==> src/rtl/decoder_pkg.sv <==
// Shared definitions for the sequenced one-hot decoder: command mode
// encodings and the controller state type.
package decoder_pkg;

  // Command modes carried on the mode input
  localparam logic MODE_SINGLE = 1'b0;
  localparam logic MODE_SWEEP  = 1'b1;

  // Controller states: IDLE accepts commands, SWEEP walks consecutive codes
  typedef enum logic {
    ST_IDLE  = 1'b0,
    ST_SWEEP = 1'b1
  } state_t;

endpackage : decoder_pkg

==> src/rtl/onehot_dec.sv <==
// Purely combinational binary code to one-hot converter. Exactly one output
// bit is set for every input code.
module onehot_dec #(
  parameter int IN_W = 3
) (
  input  logic [IN_W-1:0]      code_i,
  output logic [(1<<IN_W)-1:0] onehot_o
);

  // Clear every strobe, then raise the one selected by the code
  always_comb begin
    onehot_o         = '0;
    onehot_o[code_i] = 1'b1;
  end

endmodule : onehot_dec

==> src/rtl/decoder_nbit_seq.sv <==
// Registered binary to one-hot decoder with valid/ready handshakes on both
// sides. A SINGLE command produces one strobe beat; a SWEEP command walks
// consecutive codes (wrapping) for the requested number of beats. Only one
// beat is ever held, so a new command in IDLE can replace a consumed beat in
// the same cycle without a bubble.
module decoder_nbit_seq
  import decoder_pkg::*;
#(
  parameter int IN_W  = 3,
  parameter int CNT_W = 8
) (
  input  logic                 clk,
  input  logic                 rst,
  input  logic                 in_valid,
  output logic                 in_ready,
  input  logic [IN_W-1:0]      in,
  input  logic                 mode,
  input  logic [CNT_W-1:0]     len,
  output logic [(1<<IN_W)-1:0] out,
  output logic                 out_valid,
  input  logic                 out_ready,
  output logic                 busy
);

  localparam int OUT_W = 1 << IN_W;

  state_t             state_q, state_d;
  logic [IN_W-1:0]    code_q, code_d;
  logic [CNT_W-1:0]   rem_q, rem_d;
  logic [OUT_W-1:0]   out_q, out_d;
  logic               out_valid_q, out_valid_d;
  logic [OUT_W-1:0]   dec_onehot;
  logic               accept;
  logic               out_hs;

  // Commands are taken only in IDLE when the held beat is free or leaving
  assign in_ready  = !rst && (state_q == ST_IDLE) && (!out_valid_q || out_ready);
  assign accept    = in_valid && in_ready;
  assign out_hs    = out_valid_q && out_ready;
  assign out       = out_q;
  assign out_valid = out_valid_q;
  assign busy      = (state_q == ST_SWEEP);

  // Decode the code that will be presented next, so the strobe is registered
  onehot_dec #(
    .IN_W (IN_W)
  ) u_onehot_dec (
    .code_i   (code_d),
    .onehot_o (dec_onehot)
  );

  // Next-state logic: new command wins, otherwise advance or retire on a
  // consumed beat; with no handshake everything is held (backpressure)
  always_comb begin
    state_d     = state_q;
    code_d      = code_q;
    rem_d       = rem_q;
    out_valid_d = out_valid_q;
    if (accept) begin
      code_d      = in;
      out_valid_d = 1'b1;
      if ((mode == MODE_SWEEP) && (len > CNT_W'(1))) begin
        rem_d   = len - 1'b1;
        state_d = ST_SWEEP;
      end else begin
        rem_d   = '0;
        state_d = ST_IDLE;
      end
    end else if (out_hs) begin
      if ((state_q == ST_SWEEP) && (rem_q != '0)) begin
        code_d = code_q + 1'b1;
        rem_d  = rem_q - 1'b1;
      end else begin
        out_valid_d = 1'b0;
        state_d     = ST_IDLE;
      end
    end
    out_d = out_valid_d ? dec_onehot : '0;
  end

  // State and output registers with synchronous reset that aborts any sweep
  always_ff @(posedge clk) begin
    if (rst) begin
      state_q     <= ST_IDLE;
      code_q      <= '0;
      rem_q       <= '0;
      out_q       <= '0;
      out_valid_q <= 1'b0;
    end else begin
      state_q     <= state_d;
      code_q      <= code_d;
      rem_q       <= rem_d;
      out_q       <= out_d;
      out_valid_q <= out_valid_d;
    end
  end

endmodule : decoder_nbit_seq
==> config.mk <==
export PLATFORM = sky130hd
export DESIGN_NAME = decoder_nbit_seq
export DESIGN_NICKNAME = d
export VERILOG_FILES = /design/src/rtl/decoder_pkg.sv /design/src/rtl/onehot_dec.sv /design/src/rtl/decoder_nbit_seq.sv
export SDC_FILE = /design/constraint.sdc
export NUM_CORES = 1
export LEC_CHECK = 0
export CAP_MARGIN = 0
export CORE_AREA = 2 2 61 63
export CTS_CLUSTER_DIAMETER = 100
export DETAILED_ROUTE_END_ITERATION = 16
export DIE_AREA = 0 0 63 65
export RECOVER_POWER = 50
export SETUP_SLACK_MARGIN = 0.1
export SYNTH_ARGS = -nofsm -noshare
export SYNTH_HDL_FRONTEND = slang
export SYNTH_HIERARCHICAL = 1
export SYNTH_SLANG_ARGS = --single-unit
==> constraint.sdc <==
create_clock -name clk -period 2.4 [get_ports clk]
set_input_delay 0.6 -clock clk [delete_from_list [all_inputs] [get_ports clk]]
set_output_delay 0.6 -clock clk [all_outputs]
set_load 0.02 [all_outputs]
==> impl_metrics.yaml, run 1 <==
pwr:
  sw_frac_of_total: 0.302
  comb_power_share: 0.305
  powerDensity_mw_per_mm2: 444
  totalPowerFinal_uw: 798
  ir_worst_vdd_v: 0.000179
  p_leak_nw: 0.768
  p_switching_uw: 241
  p_int_uw: 557
  seqPwrFrac: 0.484
  pwr-share-clk: 0.211
die:
  io_pins: 27
  die_h_um: 65
  fp.dieW_um: 63
  num_rows: 22
  dieArea_mm2: 0.00410
  fp.coreArea_mm2: 0.00350
  start_util: 0.336
timing:
  max_freq_mhz: 437
  finalMaxSlewViolations: 0
  setup_viol: 0
  fin_crit_ps: 2290
  rsz0062_at_grt: "true"
  hold_violations: 0
  timing.clock.skew_ps: 1.22
  post-route-period-util: 0.953
  setup-tns-final_ps: 0
  slew_headroom: 0.511
  tightest_slew_ps: 726
synth:
  syn-instance-count: 134
  synth_nets: 155
  postSynthAreaPerCell_um2: 8.78
  synth_cell_types: 39
  synth_top_family_by_area: "simple AND/OR/NAND/NOR gates"
  synth_seq_cells: 21
  synth_simple_gate_area_frac: 0.300
  synthAdderAreaFrac: 0.0532
  synth_warnings: 6
  synth_area_mm2: 0.00118
  synth_xor_area_frac: 0.0447
  synth_mux_area_frac: 0.0255
  seq_area_frac_synth: 0.357
  synth_compound_area_frac: 0.180
cells_and_area:
  drive_gt1_frac: 0.286
  layout_commonest_cell: "buf_4"
  layout_common_cells: "buf_4 (27), dfxtp_1 (21), clkdlybuf4s50_1 (14), inv_1 (10)"
  fin_nets: 211
  synthToLayoutAreaGrowth_pct: 52.7
  num_antenna_cells: 0
worst_setup_path:
  critPathKind: "primary input to flop"
  arrival_ps: 2490
  crit_path_start: "len[2]"
  worst_path_max_delay_cell: "or4_4"
  end_kind: "flop"
  crit_path_end: "rem_q[0]$_SDFFE_PP0P_"
  r2r_start: "rem_q[4]$_SDFFE_PP0P_"
  reg2reg_depth: 8
  critPathRequiredTime_ps: 2610
  worstPathMaxFanout: 6
  cp-start-kind: "primary input"
  regToRegSetupSlack_ps: 240
  worstPathCellList: "clkdlybuf4s50_1 -> or4_1 -> or4_4 -> nand3_4 -> nor2_1 -> o221a_2"
  rr_endpoint: "out[6]$_SDFF_PP0_"
  max_stage_delay_ps: 540
global_route:
  grt_pass1_vias: 1168
  grt_overflow: 0
  grt_pass1_wl_mm: 4.80
  grt_usage: 0.144
  grt_max_degree: 13
  antenna_found_initial: 0
route:
  vias: 1154
  antenna_left: 0
  wl_per_cell_um: 12.1
  routed_wl_mm: 2.86
  drt_iter0_markers: 40
  drc: 0
  dr.pass1.iters: 4
  viasPerCell: 4.87
cts:
  cts.sink_count: 21
  hold_buffers: 0
  htreeDepth: 1
  clock_path_buffers: 2
  cts_tree: "built"
  numCtsBuffers: 3
  clk_pin_slew_ps: 110
  cts-root-buf: "clkbuf_4"
  clock_latency_ps: 300
placed_design:
  io_buffers: 26
  hpwl_mm: 2.26
  routabilityCongestion: 0.801
job:
  cap_violations: 0
worst_hold_path:
  hp-class: "flop to flop"
status:
  status: "finished clean"
[state kept, by name (all words and copies together) (netlist names)]
name	cells
out	8
out_valid	1
code_q	3
busy	1
rem_q	8
[per-stage QoR]
stage               utilization  cells  hold slack [ps]  worst slack, ps  instance area, um^2
finish                    0.514    237              520              114                 1800
CTS                       0.499    237              514             25.5                 1740
global placement          0.479    230              490             -242                 1670
global route              0.514    237              566             76.8                 1800
detailed placement        0.479    230              496             -321                 1670
floorplan                     -    134              470              222                 1180
[power by group through the flow]
stage          clock network (mW)  registers (mW)  logic [mW]
3_5_place_dp                    0           0.392       0.225
6_report                    0.168           0.386       0.243
2_1_floorplan                   0           0.398       0.107
3_3_place_gp                    0           0.391       0.220
5_1_grt                     0.185           0.389       0.266
4_1_cts                     0.175           0.384       0.236
[cell families after synthesis]
| kind of cell | after synthesis |
|---|---|
| XOR/XNOR | 6 |
| flip-flops | 21 |
| buffers and inverters | 12 |
| adder cells (fa/ha/maj) | 5 |
| AND/OR/NAND/NOR | 58 |
| AO/OA/AOI/OAI | 29 |
| multiplexers | 3 |
[Yosys cell counts, drive strengths merged]
| library cell | number | area share |
|---|---|---|
| a2111oi | 1 | 0.013 |
| a211oi | 3 | 0.019 |
| a21boi | 1 | 0.0096 |
| a21oi | 10 | 0.043 |
| a31o | 1 | 0.0074 |
| a31oi | 3 | 0.016 |
| a41o | 1 | 0.0085 |
| a41oi | 1 | 0.0074 |
| and2 | 1 | 0.0053 |
| and2b | 4 | 0.026 |
| and3 | 2 | 0.012 |
| and3b | 3 | 0.026 |
| buf | 1 | 0.0043 |
| clkbuf | 1 | 0.0032 |
| dfxtp | 21 | 0.36 |
| ha | 5 | 0.053 |
| inv | 10 | 0.032 |
| mux2i | 3 | 0.026 |
| nand2 | 5 | 0.016 |
| nand3 | 3 | 0.017 |
| nand4 | 1 | 0.0053 |
| nor2 | 9 | 0.029 |
| nor2b | 6 | 0.032 |
| nor3 | 9 | 0.038 |
| nor3b | 5 | 0.032 |
| nor4 | 2 | 0.011 |
| o2111ai | 1 | 0.0074 |
| o21ai | 2 | 0.0085 |
| o221a | 1 | 0.0096 |
| o32a | 1 | 0.0085 |
| o32ai | 3 | 0.022 |
| or2 | 2 | 0.011 |
| or3 | 3 | 0.016 |
| or4 | 3 | 0.026 |
| xnor2 | 2 | 0.015 |
| xor2 | 4 | 0.030 |
[worst max-delay path: cells and delay by family]
kind / cells / cell delay [ps]
buf+inv: 1 / 410
compound gates: 1 / 240
simple gates: 4 / 1240
[repair_timing]
| item | in CTS | in global routing |
|---|---|---|
| buffers inserted | 3 | 0 |
| setup endpoints to repair | 11 | 15 |
| pin swaps | 1 | 6 |
| resized for setup | 5 | 13 |
[worst min-delay path by stage]
stage,slack [ps],cells after the start,endpoint,from
floorplan,470,2,rem_q[4]$_SDFFE_PP0P_,rem_q[4]$_SDFFE_PP0P_
global route,570,2,rem_q[4]$_SDFFE_PP0P_,rem_q[4]$_SDFFE_PP0P_
global placement,490,2,rem_q[4]$_SDFFE_PP0P_,rem_q[4]$_SDFFE_PP0P_
finish,520,2,rem_q[4]$_SDFFE_PP0P_,rem_q[4]$_SDFFE_PP0P_
detailed placement,500,2,rem_q[4]$_SDFFE_PP0P_,rem_q[4]$_SDFFE_PP0P_
CTS,510,2,rem_q[4]$_SDFFE_PP0P_,rem_q[4]$_SDFFE_PP0P_
[routing by layer]
metal,GRT usage,vias to the layer above,routed length (um)
met3,0.0330,4,99
li1,-,600,-
met1,0.163,533,1330
met5,0,-,0
met4,0.0500,0,31
met2,0.266,17,1410
[layout make-up]
type	instances	area [um^2]
fillers	344	1700
multi-input cells	101	787
repair buffers	53	463
flip-flops and latches	21	420
well taps	48	60.1
inverters	10	37.5
clock buffers	3	22.5
clock inverters	1	5.00
(Power assumes the default switching activity.)
==> run 2, diff against run 1 <==
- CORE_AREA: 2 2 61 63 -> 2 2 63 65
- DIE_AREA: 0 0 63 65 -> 0 0 65 67
- SYNTH_HIERARCHICAL: 1 -> unset
==> run 2 against run 1 <==
Against the previous run:
- worst setup slack better by 39 ps
- maximum frequency grew 1.7%
- synthesized cell count grew 11%
- count of clock-buffer cells in the layout unchanged
- largest cell class unchanged
- highest routed layer unchanged
==> impl_metrics.yaml, run 2 <==
status:
  status: "finished clean"
worst_setup_path:
  worst_path_max_delay_cell: "or4_1"
  cp-start-kind: "primary input"
  crit_family: "simple AND/OR/NAND/NOR gates"
  reg2reg_depth: 7
  cp_num_buf_inv: 1
  critPathKind: "primary input to flop"
  worstPathCellList: "clkdlybuf4s50_1 -> or4_1 -> o41ai_4 -> nor2_2 -> a221oi_2 -> nor3_1"
  max_stage_delay_ps: 610
  critPathRequiredTime_ps: 2550
  worstPathMaxFanout: 4
  arrival_ps: 2390
  end_kind: "flop"
  worst-path-stages: 6
cts:
  clock_latency_ps: 260
  clock_path_buffers: 2
  cts-root-buf: "clkbuf_8"
  hold_buffers: 0
  numCtsBuffers: 3
  cts_tree: "built"
  cts.sink_count: 21
  post_cts_buffers: 0
  clk_pin_slew_ps: 80
  htreeDepth: 1
synth:
  synthTopCellsByCount: "dfxtp_1 (21), nor2_1 (19), nor3_1 (13), inv_1 (8), nand3_1 (7)"
  synth_seq_cells: 21
  seq_area_frac_synth: 0.336
  postSynthAreaPerCell_um2: 8.39
  synth_warnings: 0
  synthArstFlopShare: 0
  synth_edf_count: 0
  synth_nets: 170
  yosysMostFrequentCell: "dfxtp_1"
  yosys.area.top_type: "dfxtp_1"
  synth_cell_types: 44
  syn-instance-count: 149
  synthFlopType: "dfxtp_1"
  synth_top_area_frac: 0.336
  yosys-top-cells-area: "dfxtp_1 (34%), nor2_1 (5.7%), nor3_1 (5.2%)"
  synth_area_mm2: 0.00125
job:
  cap_violations: 0
route:
  antenna_left: 0
  drc: 0
  wl_met3_um: 109
  viasPerCell: 5.19
  routed-wl-met2_mm: 1.68
  wl_met1_mm: 1.49
  drt_iter0_markers: 83
  vias: 1272
  wl_per_cell_um: 13.6
  routed_wl_mm: 3.32
  dr.pass1.iters: 4
  maxUsedRoutingLayer: "met4"
cells_and_area:
  layout_common_cells: "dfxtp_1 (21), buf_4 (20), nor2_1 (19), clkdlybuf4s50_1 (15), nor3_1 (12)"
  seqCellArea_um2: 420
  synthToLayoutAreaGrowth_pct: 41.3
  finalInstanceArea_mm2: 0.00177
  layout.cells.non_filler: 245
  fin_nets: 219
  n_fill_cell: 353
  final_core_util: 0.490
  drive_gt1_frac: 0.178
  layout_commonest_cell: "dfxtp_1"
  num_antenna_cells: 0
  multiInputGateArea_um2: 786
timing:
  timing.clock.skew_ps: 2.88
  slew_headroom: 0.623
  setup-tns-final_ps: 0
  hold_violations: 0
  rsz0062_at_grt: "false"
  fin_ws_ps: 153
  tightest_slew_ps: 561
  finalMaxSlewViolations: 0
  fin_crit_ps: 2250
  post-route-period-util: 0.936
  setup_viol: 0
  max_freq_mhz: 445
die:
  die_h_um: 67
  fp.coreArea_mm2: 0.00361
  num_rows: 22
  io_pins: 27
  fp.dieW_um: 65
  dieArea_mm2: 0.00436
  start_util: 0.347
global_route:
  grt_pass1_wl_mm: 5.85
  antenna_found_initial: 0
  grt_pass1_vias: 1290
  grt_usage: 0.170
  grt_max_degree: 17
  grt_overflow: 0
pwr:
  p_leak_nw: 0.726
  p_int_uw: 599
  p_switching_uw: 257
  powerDensity_mw_per_mm2: 485
  seqPwrFrac: 0.453
  comb_power_share: 0.279
  ir_worst_vdd_v: 0.000289
  sw_frac_of_total: 0.300
  pwr-share-clk: 0.268
placed_design:
  dpl-instance-area_mm2: 0.00172
  dp_cells: 241
  io_buffers: 26
  hpwl_mm: 2.69
  routabilityCongestion: 0.899
  pre_cts_ws_ps: -154
worst_hold_path:
  hp-class: "flop to flop"
  whs_path_depth: 2
run 2: cell count changes after synthesis, moves of 3 or more:
cell     change
a21oi_1      -4
and2b_1      -4
and3b_2      -3
nand3_1      +5
nor2_1      +10
nor3_1       +4
nor3b_1      -3
run 2: logic make-up (layout without fill, tap and decap cells):
kind of cell | after synthesis | in the layout | synth area share
compound gates | 30 | 30 | 0.194
buf+inv | 13 | 61 | 0.0400
mux | 3 | 3 | 0.0250
flops | 21 | 21 | 0.336
fa+ha+maj | 5 | 5 | 0.0501
simple gates | 70 | 70 | 0.305
xor+xnor | 7 | 7 | 0.0491
run 2: layout make-up:
cell class / instances / area share
clock buffer: 3 / 0.0234
inverter: 8 / 0.0170
tap: 48 / 0.0340
timing repair buffer: 49 / 0.240
clock inverter: 1 / 0.00283
sequential: 21 / 0.238
multi-input combinational: 115 / 0.445
run 2: worst paths after layout:
check	startpoint	to	slack, ps
max reg2reg	rem_q[0]$_SDFFE_PP0P_	out[6]$_SDFF_PP0_	370
min reg2reg	rem_q[4]$_SDFFE_PP0P_	rem_q[4]$_SDFFE_PP0P_	540
max	len[4]	rem_q[5]$_SDFFE_PP0P_	150
min	rem_q[4]$_SDFFE_PP0P_	rem_q[4]$_SDFFE_PP0P_	540
run 2: worst register-to-register path: stages, from the launching register on:
cell     delay (ps)
dfxtp_1         340
inv_1           110
ha_1            230
or3b_1          440
o211a_1         260
a221o_1         330
o21ai_1         140
nor2_1           60
run 2: timing repair:
action / CTS / global route
setup endpoints to repair: 1 / 3
resized for setup: 1 / 2
pin swaps: 0 / 4
run 2: power groups by stage:
stage / Combinational, mW / Clock [mW] / Sequential, mW
floorplan: 0.129 / 0 / 0.398
global placement: 0.238 / 0 / 0.394
detailed placement: 0.242 / 0 / 0.395
CTS: 0.242 / 0.240 / 0.387
global route: 0.264 / 0.254 / 0.391
finish: 0.239 / 0.230 / 0.388
run 2: layer usage:
metal | up-vias | track usage
met5 | - | 0
met2 | 25 | 0.309
met4 | 0 | 0.0372
met1 | 595 | 0.208
met3 | 4 | 0.0321
li1 | 648 | -
run 2: metrics by stage:
stage / power, mW / hold slack (ps)
floorplan: 0.527 / 490
global placement: 0.632 / 519
detailed placement: 0.637 / 532
CTS: 0.869 / 545
global route: 0.909 / 593
finish: 0.856 / 541
